File: config.mk
export PLATFORM = sky130hd
export DESIGN_NAME = wb_uart_lite_flat
export DESIGN_NICKNAME = d
export VERILOG_FILES = /design/src/rtl/wb_uart_lite_pkg.sv /design/src/rtl/wb_uart_lite_if.sv /design/src/rtl/wb_uart_lite_fifo.sv /design/src/rtl/wb_uart_lite.sv /design/src/flat_wrapper.sv
export SDC_FILE = /design/constraint.sdc
export NUM_CORES = 1
export LEC_CHECK = 0
export CAP_MARGIN = 5
export CORE_MARGIN = 3
export CORE_UTILIZATION = 64
export DETAILED_ROUTE_END_ITERATION = 12
export PLACE_DENSITY = 0.86
export SLEW_MARGIN = 20
export SYNTH_ARGS = -nofsm -noshare
export SYNTH_HDL_FRONTEND = slang
export SYNTH_SLANG_ARGS = --single-unit
File: constraint.sdc
create_clock -name wb_clk_i -period 9.1 [get_ports wb_clk_i]
set_clock_uncertainty 0.1 [all_clocks]
set_input_delay 0.91 -clock wb_clk_i [delete_from_list [all_inputs] [get_ports wb_clk_i]]
set_output_delay 0.91 -clock wb_clk_i [all_outputs]
set_load 0.005 [all_outputs]
File: src/rtl/wb_uart_lite_pkg.sv
// Shared definitions for the Wishbone 8N1 UART: register offsets, STATUS bit
// positions, FSM state encodings and the divisor clamp.
package wb_uart_lite_pkg;

  localparam logic [1:0] UART_DATA   = 2'd0;
  localparam logic [1:0] UART_STATUS = 2'd1;
  localparam logic [1:0] UART_CTRL   = 2'd2;
  localparam logic [1:0] UART_DIV    = 2'd3;

  localparam int ST_RX_VALID  = 0;
  localparam int ST_RX_FULL   = 1;
  localparam int ST_TX_FULL   = 2;
  localparam int ST_TX_EMPTY  = 3;
  localparam int ST_RX_OVR    = 4;
  localparam int ST_FRAME_ERR = 5;
  localparam int ST_TX_OVR    = 6;
  localparam int ST_WIDTH     = 7;

  localparam logic [15:0] DIV_MIN = 16'd4;

  typedef enum logic [1:0] {TX_IDLE, TX_START, TX_DATA, TX_STOP} tx_state_e;
  typedef enum logic [2:0] {RX_IDLE, RX_START, RX_DATA, RX_STOP, RX_WAIT} rx_state_e;

  function automatic logic [15:0] clamp_div(input logic [15:0] v);
    return (v < DIV_MIN) ? DIV_MIN : v;
  endfunction

endpackage

File: src/rtl/wb_uart_lite_if.sv
// Wishbone B3 classic bus bundle between the interconnect (master) and the UART (slave).
interface wb_uart_lite_if;
  logic        wb_cyc_i;
  logic        wb_stb_i;
  logic        wb_we_i;
  logic [31:0] wb_adr_i;
  logic [3:0]  wb_sel_i;
  logic [31:0] wb_dat_i;
  logic [31:0] wb_dat_o;
  logic        wb_ack_o;

  modport slave (
    input  wb_cyc_i, wb_stb_i, wb_we_i, wb_adr_i, wb_sel_i, wb_dat_i,
    output wb_dat_o, wb_ack_o
  );

  modport master (
    output wb_cyc_i, wb_stb_i, wb_we_i, wb_adr_i, wb_sel_i, wb_dat_i,
    input  wb_dat_o, wb_ack_o
  );
endinterface

File: src/rtl/wb_uart_lite_fifo.sv
// Circular-buffer FIFO with an extra pointer bit for full/empty; a pop in the
// same cycle frees the slot a full-FIFO push needs.
module wb_uart_lite_fifo #(
  parameter int WIDTH = 8,
  parameter int DEPTH = 8
) (
  input  logic             clk_i,
  input  logic             rst_i,
  input  logic             push_i,
  input  logic [WIDTH-1:0] push_data_i,
  input  logic             pop_i,
  output logic [WIDTH-1:0] head_o,
  output logic             full_o,
  output logic             empty_o
);
  localparam int AW = $clog2(DEPTH);

  logic [WIDTH-1:0] mem_q [DEPTH];
  logic [AW:0]      wr_ptr_q;
  logic [AW:0]      rd_ptr_q;
  logic             do_push;
  logic             do_pop;

  assign empty_o = (wr_ptr_q == rd_ptr_q);
  assign full_o  = (wr_ptr_q[AW] != rd_ptr_q[AW]) && (wr_ptr_q[AW-1:0] == rd_ptr_q[AW-1:0]);
  assign do_pop  = pop_i & ~empty_o;
  assign do_push = push_i & (~full_o | do_pop);
  assign head_o  = mem_q[rd_ptr_q[AW-1:0]];

  always_ff @(posedge clk_i) begin
    if (do_push) mem_q[wr_ptr_q[AW-1:0]] <= push_data_i;
  end

  always_ff @(posedge clk_i or posedge rst_i) begin
    if (rst_i) begin
      wr_ptr_q <= '0;
      rd_ptr_q <= '0;
    end else begin
      if (do_push) wr_ptr_q <= wr_ptr_q + 1'b1;
      if (do_pop)  rd_ptr_q <= rd_ptr_q + 1'b1;
    end
  end
endmodule

File: src/rtl/wb_uart_lite.sv
// Wishbone classic slave UART (8N1) with TX/RX FIFOs, programmable baud divisor
// and a level interrupt.
module wb_uart_lite
  import wb_uart_lite_pkg::*;
#(
  parameter int          FIFO_DEPTH = 8,
  parameter logic [15:0] DIV_RESET  = 16'd434
) (
  input  logic           wb_clk_i,
  input  logic           wb_rst_i,
  wb_uart_lite_if.slave  wb,
  output logic           uart_txd_o,
  input  logic           uart_rxd_i,
  output logic           uart_int_o
);
  logic        req, wr_req, rd_req, status_rd;
  logic [1:0]  reg_sel;
  logic [31:0] rd_data;
  logic [15:0] div_wr;
  logic [ST_WIDTH-1:0] status;

  logic        ack_q, int_q;
  logic [31:0] dat_q;
  logic [1:0]  ctrl_q;
  logic [15:0] div_q;
  logic        rx_ovr_q, frame_err_q, tx_ovr_q;

  logic        tx_push, tx_pop, tx_full, tx_fifo_empty, tx_idle;
  logic [7:0]  tx_head;
  logic        rx_push, rx_pop, rx_full, rx_empty;
  logic [7:0]  rx_head;

  tx_state_e   tx_state_q;
  logic [15:0] tx_cnt_q, tx_div_q;
  logic [7:0]  tx_shift_q;
  logic [2:0]  tx_bit_q;
  logic        txd_q;

  rx_state_e   rx_state_q;
  logic [15:0] rx_cnt_q, rx_div_q;
  logic [7:0]  rx_shift_q;
  logic [2:0]  rx_bit_q;
  logic [2:0]  rx_sync_q;
  logic        rx_line, rx_fall, rx_stop_smp;

  logic unused_bits;
  assign unused_bits = ^{wb.wb_adr_i[31:4], wb.wb_adr_i[1:0], wb.wb_sel_i[3:2], wb.wb_dat_i[31:16]};

  assign req       = wb.wb_cyc_i & wb.wb_stb_i & ~ack_q;
  assign reg_sel   = wb.wb_adr_i[3:2];
  assign wr_req    = req & wb.wb_we_i;
  assign rd_req    = req & ~wb.wb_we_i;
  assign status_rd = rd_req & (reg_sel == UART_STATUS);
  assign div_wr    = {wb.wb_sel_i[1] ? wb.wb_dat_i[15:8] : div_q[15:8],
                      wb.wb_sel_i[0] ? wb.wb_dat_i[7:0]  : div_q[7:0]};

  assign tx_push = wr_req & (reg_sel == UART_DATA) & wb.wb_sel_i[0];
  assign rx_pop  = rd_req & (reg_sel == UART_DATA);
  // The FSM takes the next byte either from idle or on the last stop-bit cycle.
  assign tx_pop  = ~tx_fifo_empty & ((tx_state_q == TX_IDLE) |
                                     ((tx_state_q == TX_STOP) & (tx_cnt_q == 16'd0)));
  assign tx_idle = tx_fifo_empty & (tx_state_q == TX_IDLE);

  assign rx_line     = rx_sync_q[1];
  assign rx_fall     = rx_sync_q[2] & ~rx_sync_q[1];
  assign rx_stop_smp = (rx_state_q == RX_STOP) & (rx_cnt_q == 16'd0);
  assign rx_push     = rx_stop_smp & rx_line;

  always_comb begin
    status               = '0;
    status[ST_RX_VALID]  = ~rx_empty;
    status[ST_RX_FULL]   = rx_full;
    status[ST_TX_FULL]   = tx_full;
    status[ST_TX_EMPTY]  = tx_idle;
    status[ST_RX_OVR]    = rx_ovr_q;
    status[ST_FRAME_ERR] = frame_err_q;
    status[ST_TX_OVR]    = tx_ovr_q;
  end

  always_comb begin
    rd_data = 32'd0;
    case (reg_sel)
      UART_DATA:   rd_data = {24'd0, rx_empty ? 8'd0 : rx_head};
      UART_STATUS: rd_data = {{(32-ST_WIDTH){1'b0}}, status};
      UART_CTRL:   rd_data = {30'd0, ctrl_q};
      default:     rd_data = {16'd0, div_q};
    endcase
  end

  wb_uart_lite_fifo #(.WIDTH(8), .DEPTH(FIFO_DEPTH)) u_tx_fifo (
    .clk_i(wb_clk_i), .rst_i(wb_rst_i), .push_i(tx_push), .push_data_i(wb.wb_dat_i[7:0]),
    .pop_i(tx_pop), .head_o(tx_head), .full_o(tx_full), .empty_o(tx_fifo_empty)
  );

  wb_uart_lite_fifo #(.WIDTH(8), .DEPTH(FIFO_DEPTH)) u_rx_fifo (
    .clk_i(wb_clk_i), .rst_i(wb_rst_i), .push_i(rx_push), .push_data_i(rx_shift_q),
    .pop_i(rx_pop), .head_o(rx_head), .full_o(rx_full), .empty_o(rx_empty)
  );

  // Sticky flags: an event coinciding with the STATUS read keeps the flag set.
  always_ff @(posedge wb_clk_i or posedge wb_rst_i) begin
    if (wb_rst_i) begin
      ack_q       <= 1'b0;
      dat_q       <= 32'd0;
      ctrl_q      <= 2'd0;
      div_q       <= DIV_RESET;
      rx_ovr_q    <= 1'b0;
      frame_err_q <= 1'b0;
      tx_ovr_q    <= 1'b0;
      int_q       <= 1'b0;
    end else begin
      ack_q <= req;
      if (req) dat_q <= rd_data;
      if (wr_req && reg_sel == UART_CTRL && wb.wb_sel_i[0]) ctrl_q <= wb.wb_dat_i[1:0];
      if (wr_req && reg_sel == UART_DIV && |wb.wb_sel_i[1:0]) div_q <= clamp_div(div_wr);
      tx_ovr_q    <= (tx_ovr_q & ~status_rd) | (tx_push & tx_full & ~tx_pop);
      rx_ovr_q    <= (rx_ovr_q & ~status_rd) | (rx_push & rx_full & ~rx_pop);
      frame_err_q <= (frame_err_q & ~status_rd) | (rx_stop_smp & ~rx_line);
      int_q       <= (ctrl_q[0] & ~rx_empty) | (ctrl_q[1] & tx_idle);
    end
  end

  always_ff @(posedge wb_clk_i or posedge wb_rst_i) begin
    if (wb_rst_i) begin
      tx_state_q <= TX_IDLE;
      tx_cnt_q   <= 16'd0;
      tx_div_q   <= 16'd0;
      tx_shift_q <= 8'd0;
      tx_bit_q   <= 3'd0;
      txd_q      <= 1'b1;
    end else begin
      case (tx_state_q)
        TX_IDLE: begin
          if (tx_pop) begin
            tx_shift_q <= tx_head;
            tx_div_q   <= div_q;
            tx_cnt_q   <= div_q - 16'd1;
            txd_q      <= 1'b0;
            tx_state_q <= TX_START;
          end
        end
        TX_START: begin
          if (tx_cnt_q == 16'd0) begin
            txd_q      <= tx_shift_q[0];
            tx_shift_q <= {1'b0, tx_shift_q[7:1]};
            tx_cnt_q   <= tx_div_q - 16'd1;
            tx_bit_q   <= 3'd0;
            tx_state_q <= TX_DATA;
          end else begin
            tx_cnt_q <= tx_cnt_q - 16'd1;
          end
        end
        TX_DATA: begin
          if (tx_cnt_q == 16'd0) begin
            tx_cnt_q <= tx_div_q - 16'd1;
            if (tx_bit_q == 3'd7) begin
              txd_q      <= 1'b1;
              tx_state_q <= TX_STOP;
            end else begin
              txd_q      <= tx_shift_q[0];
              tx_shift_q <= {1'b0, tx_shift_q[7:1]};
              tx_bit_q   <= tx_bit_q + 3'd1;
            end
          end else begin
            tx_cnt_q <= tx_cnt_q - 16'd1;
          end
        end
        TX_STOP: begin
          if (tx_cnt_q != 16'd0) begin
            tx_cnt_q <= tx_cnt_q - 16'd1;
          end else if (tx_pop) begin
            tx_shift_q <= tx_head;
            tx_div_q   <= div_q;
            tx_cnt_q   <= div_q - 16'd1;
            txd_q      <= 1'b0;
            tx_state_q <= TX_START;
          end else begin
            tx_state_q <= TX_IDLE;
          end
        end
      endcase
    end
  end

  // rx_sync_q[1] is the synchronised line; rx_sync_q[2] is its previous value for edge detect.
  always_ff @(posedge wb_clk_i or posedge wb_rst_i) begin
    if (wb_rst_i) begin
      rx_sync_q  <= 3'b111;
      rx_state_q <= RX_IDLE;
      rx_cnt_q   <= 16'd0;
      rx_div_q   <= 16'd0;
      rx_shift_q <= 8'd0;
      rx_bit_q   <= 3'd0;
    end else begin
      rx_sync_q <= {rx_sync_q[1:0], uart_rxd_i};
      case (rx_state_q)
        RX_IDLE: begin
          if (rx_fall) begin
            rx_div_q   <= div_q;
            rx_cnt_q   <= (div_q >> 1) - 16'd1;
            rx_state_q <= RX_START;
          end
        end
        RX_START: begin
          if (rx_cnt_q != 16'd0) begin
            rx_cnt_q <= rx_cnt_q - 16'd1;
          end else if (rx_line) begin
            rx_state_q <= RX_IDLE;
          end else begin
            rx_cnt_q   <= rx_div_q - 16'd1;
            rx_bit_q   <= 3'd0;
            rx_state_q <= RX_DATA;
          end
        end
        RX_DATA: begin
          if (rx_cnt_q == 16'd0) begin
            rx_shift_q <= {rx_line, rx_shift_q[7:1]};
            rx_cnt_q   <= rx_div_q - 16'd1;
            if (rx_bit_q == 3'd7) rx_state_q <= RX_STOP;
            else                  rx_bit_q   <= rx_bit_q + 3'd1;
          end else begin
            rx_cnt_q <= rx_cnt_q - 16'd1;
          end
        end
        RX_STOP: begin
          if (rx_cnt_q != 16'd0) rx_cnt_q   <= rx_cnt_q - 16'd1;
          else                   rx_state_q <= rx_line ? RX_IDLE : RX_WAIT;
        end
        RX_WAIT: begin
          if (rx_line) rx_state_q <= RX_IDLE;
        end
        default: rx_state_q <= RX_IDLE;
      endcase
    end
  end

  assign wb.wb_ack_o = ack_q;
  assign wb.wb_dat_o = dat_q;
  assign uart_txd_o  = txd_q;
  assign uart_int_o  = int_q;
endmodule

File: src/flat_wrapper.sv
// flat-port wrapper written by rule: the top's interface ports become plain ports
module wb_uart_lite_flat import wb_uart_lite_pkg::*;
#(
  parameter int          FIFO_DEPTH = 8,
  parameter logic [15:0] DIV_RESET  = 16'd434
)
  (wb_clk_i, wb_rst_i, uart_txd_o, uart_rxd_i, uart_int_o, wb_wb_cyc_i, wb_wb_stb_i, wb_wb_we_i, wb_wb_adr_i, wb_wb_sel_i, wb_wb_dat_i, wb_wb_dat_o, wb_wb_ack_o);
  wb_uart_lite_if wb_i ();
  input  logic wb_clk_i;
  input  logic wb_rst_i;
  output logic uart_txd_o;
  input  logic uart_rxd_i;
  output logic uart_int_o;
  input wire logic [$bits(wb_i.wb_cyc_i)-1:0] wb_wb_cyc_i;
  input wire logic [$bits(wb_i.wb_stb_i)-1:0] wb_wb_stb_i;
  input wire logic [$bits(wb_i.wb_we_i)-1:0] wb_wb_we_i;
  input wire logic [$bits(wb_i.wb_adr_i)-1:0] wb_wb_adr_i;
  input wire logic [$bits(wb_i.wb_sel_i)-1:0] wb_wb_sel_i;
  input wire logic [$bits(wb_i.wb_dat_i)-1:0] wb_wb_dat_i;
  output wire logic [$bits(wb_i.wb_dat_o)-1:0] wb_wb_dat_o;
  output wire logic [$bits(wb_i.wb_ack_o)-1:0] wb_wb_ack_o;
  assign wb_i.wb_cyc_i = wb_wb_cyc_i;
  assign wb_i.wb_stb_i = wb_wb_stb_i;
  assign wb_i.wb_we_i = wb_wb_we_i;
  assign wb_i.wb_adr_i = wb_wb_adr_i;
  assign wb_i.wb_sel_i = wb_wb_sel_i;
  assign wb_i.wb_dat_i = wb_wb_dat_i;
  assign wb_wb_dat_o = wb_i.wb_dat_o;
  assign wb_wb_ack_o = wb_i.wb_ack_o;
  wb_uart_lite #(.FIFO_DEPTH(FIFO_DEPTH), .DIV_RESET(DIV_RESET)) u_core (.wb_clk_i(wb_clk_i), .wb_rst_i(wb_rst_i), .wb(wb_i), .uart_txd_o(uart_txd_o), .uart_rxd_i(uart_rxd_i), .uart_int_o(uart_int_o));
endmodule
==> impl_metrics.ini, run 1 <==
[status]
outcome = finished clean

[setup_path]
cp-end-kind = register
reg2reg_to = u_core.u_tx_fifo.mem_q[5][6]
worstReg2RegStart = u_core.tx_cnt_q[0]
start_kind = input port
critPathLaunch = wb_wb_cyc_i
critPathBufInv = 2
worstPathArrival_ns = 4.01
reg2reg_depth = 7
worstPathCellList = clkdlybuf4s50_1, nand2_1, or2_2, inv_1, nand3_1, nor4_4, nand2b_1, nor2_1
worstSetupPathType = input port to register
cpPeakStageDelay_ns = 0.64
cp_data_required_time_ns = 9.17
crit_fanout = 25
critical-path-top-delay-family = simple AND/OR/NAND/NOR gates
crit_slowest_cell = nor2_1
rrSetupSlack_ns = 5.57
crit_cells = 8
crit_end = u_core.u_tx_fifo.mem_q[5][6]

[timing]
setup-tns-final_ns = 0
max_freq_mhz = 254
holdWs_ns = 0.266
slew_headroom = 0.323
tightest_slew_ns = 1.02
rsz0062_at_grt = false
hold_viol_final = 0
fin_crit_sh = 0.433
fin_crit_ns = 3.94
maxSlewViolCount = 0
setup_violations = 0

[clocking]
cts_hold_buf = 0
htreeDepth = 1
post-cts-setup-buffers = 0
clock_sinks = 278
cts_tree = yes
numCtsBuffers = 30
clkTransAtPathRegs_ns = 0.06
cts_resized = 0
clk_latency_ns = 0.55
cts_max_path_buffers = 3
cts-root-buf = clkbuf_16

[yosys]
ys_top_cells_by_area = edfxtp_1 27%, dfrtp_1 25%, mux2_2 5.3%, mux4_2 5.1%, xnor2_1 3.1%
yosys_warnings = 0
synth_top_area_frac = 0.273
synth_area_um2 = 14100
async_reset_ff_frac = 0.540
ys_ff_latch = 278
synth_top_area_cell = edfxtp_1
syn_area_per_cell_um2 = 12.0
yosysUniqueCellTypes = 83
synthCells = 1176
seq_area_frac_synth = 0.540
ys.flop_type = dfrtp_1
synth_edf_count = 128

[route]
avgRoutedWirePerCell_um = 22.0
drt-pass1-iter-count = 6
drt-total-wl_um = 32700
drt-vias-per-instance = 6.46
num_vias = 9594
drc = 0
drt_iter0_markers = 851
antenna_left = 0

[die]
fp.dieH_um = 154
die_x_um = 154
io_pins = 109
core-area_um2 = 21400
rows = 53
initial_utilization = 0.660
dieArea_um2 = 23800

[cells_and_area]
multi_input_comb_area_um2 = 6030
fillers = 1394
nets = 1282
layout-drive-gt1-share = 0.161
fin_cells = 1486
seqCellArea_um2 = 7610
diodes = 0
area_growth_pct = 10.2

[place]
gp_congestion = 0.935
placed_cells = 1430
io_buffers = 44
hpwlAfterDp_um = 21400

[power]
power_w = 0.00435
powerDensity_nw_per_um2 = 280
max-vdd-ir-drop_v = 0.000203
p_leak_nw = 6.04

[global_route]
antenna_found_initial = 0
grt_pass1_wl_um = 52800
grt_usage = 0.275
grt_max_degree = 81
globalRouteOverflowTotal = 0
grt_pass1_vias = 9496

[run]
cap_violations = 0

[worst_hold_path]
hold_class = register to register
flip-flops by register name, summed over array words and instances, names as in the netlist, 4 cells and up:
name,cells
u_core.wb.wb_dat_o,16
u_core.u_tx_fifo.mem_q,64
u_core.u_rx_fifo.mem_q,64
u_core.rx_div_q,16
u_core.div_q,16
u_core.rx_cnt_q,16
u_core.tx_shift_q,8
u_core.rx_shift_q,8
u_core.u_tx_fifo.wr_ptr_q,4
u_core.u_rx_fifo.wr_ptr_q,4
u_core.tx_div_q,16
u_core.tx_cnt_q,16
u_core.u_tx_fifo.rd_ptr_q,4
u_core.u_rx_fifo.rd_ptr_q,4
kinds of logic after synthesis:
| group | count (synthesis) | synth area share |
|---|---|---|
| and+or+nand+nor | 342 | 0.128 |
| muxes | 140 | 0.134 |
| other | 1 | 0.000266 |
| adders and majority gates | 23 | 0.0202 |
| DFF | 278 | 0.540 |
| buffers and inverters | 115 | 0.0385 |
| AOI/OAI and AO/OA | 193 | 0.0870 |
| xor gates and xnor gates | 84 | 0.0522 |
cell type report:
type / instances / share of cell area
Sequential cell: 278 / 0.490
Tap cell: 275 / 0.0222
Multi-Input combinational cell: 798 / 0.388
Inverter: 27 / 0.00685
Clock inverter: 19 / 0.00822
Clock buffer: 37 / 0.0527
Timing Repair Buffer: 52 / 0.0322
worst reg2reg max path, delay by kind of cell, from the launching register on:
kind,cells,cell delay [ns]
AOI/OAI and AO/OA,1,0.38
DFF,1,0.44
adders and majority gates,1,0.21
and+or+nand+nor,4,1.92
buffers and inverters,1,0.10
metal layers:
| layer | up-vias | share of wire | GRT usage |
|---|---|---|---|
| met3 | 60 | 0.074 | 0.0420 |
| met2 | 417 | 0.49 | 0.453 |
| met1 | 4793 | 0.41 | 0.395 |
| li1 | 4324 | - | - |
| met4 | 0 | 0.020 | 0.0585 |
| met5 | - | 0 | 0 |
Yosys cell counts, types with 5 or more instances:
master / count
dfrtp_1: 141
edfxtp_1: 128
nand2_1: 106
nor2_1: 75
mux2_2: 66
o21ai_0: 63
clkbuf_1: 51
xnor2_1: 50
a21oi_1: 42
mux2i_1: 42
xor2_1: 34
mux4_2: 32
nand3_1: 29
inv_1: 27
nor3_1: 26
ha_1: 21
buf_4: 18
o22ai_1: 16
nor4_1: 15
buf_2: 14
nand4_1: 11
nand2b_1: 10
nor3b_1: 10
a22o_1: 9
a31oi_1: 9
dfstp_2: 9
or4_1: 9
o221ai_1: 6
o31ai_1: 6
or2_2: 6
and3_1: 5
metrics by stage:
step,utilization,area [µm²],setup slack (ns)
after CTS,0.727,15500,4.91
after detailed placement,0.682,14600,4.36
final,0.727,15500,5.16
after global placement,0.682,14600,4.30
after global routing,0.727,15500,4.92
after floorplan,-,14100,4.07
where the power goes:
part / internal (W) / switching [W]
logic: 0.000666 / 0.000778
registers: 0.00148 / 0.000257
clock network: 0.000666 / 0.000501
worst min-delay path by stage:
stage / startpoint / endpoint / cells after the start
final: u_core.rx_sync_q[0] / u_core.rx_sync_q[1] / 0
after global routing: u_core.rx_sync_q[0] / u_core.rx_sync_q[1] / 0
after CTS: u_core.rx_sync_q[0] / u_core.rx_sync_q[1] / 0
after detailed placement: u_core.rx_sync_q[0] / u_core.rx_sync_q[1] / 0
after global placement: u_core.rx_sync_q[0] / u_core.rx_sync_q[1] / 0
after floorplan: u_core.rx_sync_q[0] / u_core.rx_sync_q[1] / 0
placed cells by master, fill, tap and decap left out, drive strengths merged, types with 7 or more instances in the layout:
cell type,synthesis,layout
mux2i,42,42
nand3,29,29
nor2,77,77
clkdlybuf4s50,0,44
mux2,66,66
ha,21,21
or4,11,11
nand2,108,108
xnor2,50,50
a21oi,43,43
nor3,28,28
mux4,32,32
nor3b,10,10
a31oi,9,9
dfstp,9,9
inv,27,29
o21ai,66,66
a22o,9,9
clkbuf,51,37
nand2b,10,10
conb,1,16
o22ai,16,16
nor4b,7,7
nand4,11,11
xor2,34,34
dfrtp,141,141
buf,37,8
edfxtp,128,128
nor4,19,19
clkinv,0,15
Note: power is estimated with default switching activity, not from simulation.
==> run 2, diff against run 1 <==
Settings changed: CORE_UTILIZATION 64 to 59, PLACE_DENSITY 0.86 to 0.8.
Clock period 9.1 ns to 3.7 ns, I/O delays scaled along.
==> impl_metrics.ini, run 2 (synthesis gave the netlist of run 1 again) <==
[place]
hpwlAfterDp_um = 21600
io_buffers = 44
pre_cts_slack_ns = 0.483
placed_cells = 1502
gp_congestion = 0.932

[setup_path]
critPathLaunch = u_core.rx_cnt_q[5]
worstSetupPathType = register to register
crit_fanout = 7
start_kind = register
reg2reg_depth = 7
worstPathArrival_ns = 3.37
reg2reg_to = u_core.u_rx_fifo.mem_q[3][4]
rrSetupSlack_ns = 0.47
cp_data_required_time_ns = 3.84
cp-end-kind = register
worstReg2RegStart = u_core.rx_cnt_q[5]

[die]
io_pins = 109
initial_utilization = 0.611
dieArea_um2 = 25800
die_x_um = 161
fp.dieH_um = 161
rows = 55
core-area_um2 = 23100

[global_route]
grt_pass1_wl_um = 51900
antenna_found_initial = 0
grt_usage = 0.251
grt_max_degree = 84
globalRouteOverflowTotal = 0
grt_pass1_vias = 9529

[clocking]
numCtsBuffers = 28
clkTransAtPathRegs_ns = 0.06
cts-root-buf = clkbuf_16
cts_resized = 0
clk_latency_ns = 0.55
clock_sinks = 278
cts_hold_buf = 0
post-cts-setup-buffers = 0
cts_max_path_buffers = 3
htreeDepth = 1
cts_tree = yes

[power]
max-vdd-ir-drop_v = 0.000509
powerDensity_nw_per_um2 = 687
p_leak_nw = 6.22
power_w = 0.0109

[timing]
setup-tns-final_ns = 0
tightest_slew_ns = 0.832
slew_headroom = 0.445
max_freq_mhz = 310
maxSlewViolCount = 0
setup_violations = 0
fin_crit_sh = 0.872
hold_viol_final = 0
worst_slack_ns = 0.474
fin_crit_ns = 3.23
rsz0062_at_grt = false
holdWs_ns = 0.115

[cells_and_area]
layout_commonest_cell = dfrtp_1
nets = 1314
diodes = 0
fin_cells = 1554
area_growth_pct = 12.8
layout-drive-gt1-share = 0.182
mostFrequentLayoutCells = 141 x dfrtp_1, 128 x edfxtp_1, 106 x nand2_1

[route]
drt-vias-per-instance = 6.12
drt-pass1-iter-count = 5
num_vias = 9509
drt-total-wl_um = 32100
avgRoutedWirePerCell_um = 20.6
antenna_left = 0
drc = 0
drt_iter0_markers = 838

[run]
cap_violations = 0

[worst_hold_path]
hold_class = input port to asynchronous set/reset pin

[status]
outcome = finished clean
[run 2: cell count changes in the layout (fill, tap and decap cells not counted), sizes merged]
cell and delta:
inv -2, clkinvlp +1, bufinv +5, buf +34
clkinv -5, clkbuf -3
[run 2: cell type report]
type                       count  area, µm²
clock buffer                  34        754
clock inverter                18        250
fill                        1608       7160
inverter                      27        105
multi-input combinational    798       6010
sequential                   278       7610
tap                          313        392
timing repair buffer          86        781
[run 2: metrics by stage]
step	instance area, µm²	utilization
after floorplan	14100	-
after global placement	14900	0.645
final	15900	0.690
after CTS	15900	0.689
after detailed placement	14900	0.646
after global routing	15900	0.690
[run 2: worst max-delay path: stages (launching register included)]
cell and delay (ns):
dfrtp_1 0.44, or4_1 0.72, nor2_1 0.29, nand4_1 0.25
nor3b_1 0.33, nand2_1 0.16, nor2_1 0.39, buf_4 0.24
[run 2: layer usage]
| layer | track usage | share of wire | up-vias |
|---|---|---|---|
| li1 | - | - | 4392 |
| met1 | 0.348 | 0.42 | 4747 |
| met2 | 0.413 | 0.49 | 304 |
| met3 | 0.0410 | 0.060 | 66 |
| met4 | 0.0734 | 0.028 | 0 |
| met5 | 0 | 0 | - |
[run 2: how the worst max path moves through the flow]
stage,endpoint,slack [ns],cells past startpoint
floorplan,u_core.u_tx_fifo.mem_q[4][0],0.79,7
finish,u_core.u_rx_fifo.mem_q[3][4],0.47,7
CTS,u_core.u_rx_fifo.mem_q[3][4],0.50,7
detailed placement,u_core.u_rx_fifo.mem_q[3][7],0.48,10
global route,u_core.u_rx_fifo.mem_q[3][4],0.28,7
global placement,u_core.u_tx_fifo.mem_q[2][5],0.34,8
[run 2: report_power, final]
part / internal, W / total [W] / switching (W)
combinational: 0.00171 / 0.00367 / 0.00197
sequential: 0.00365 / 0.00420 / 0.000551
clock: 0.00187 / 0.00305 / 0.00118
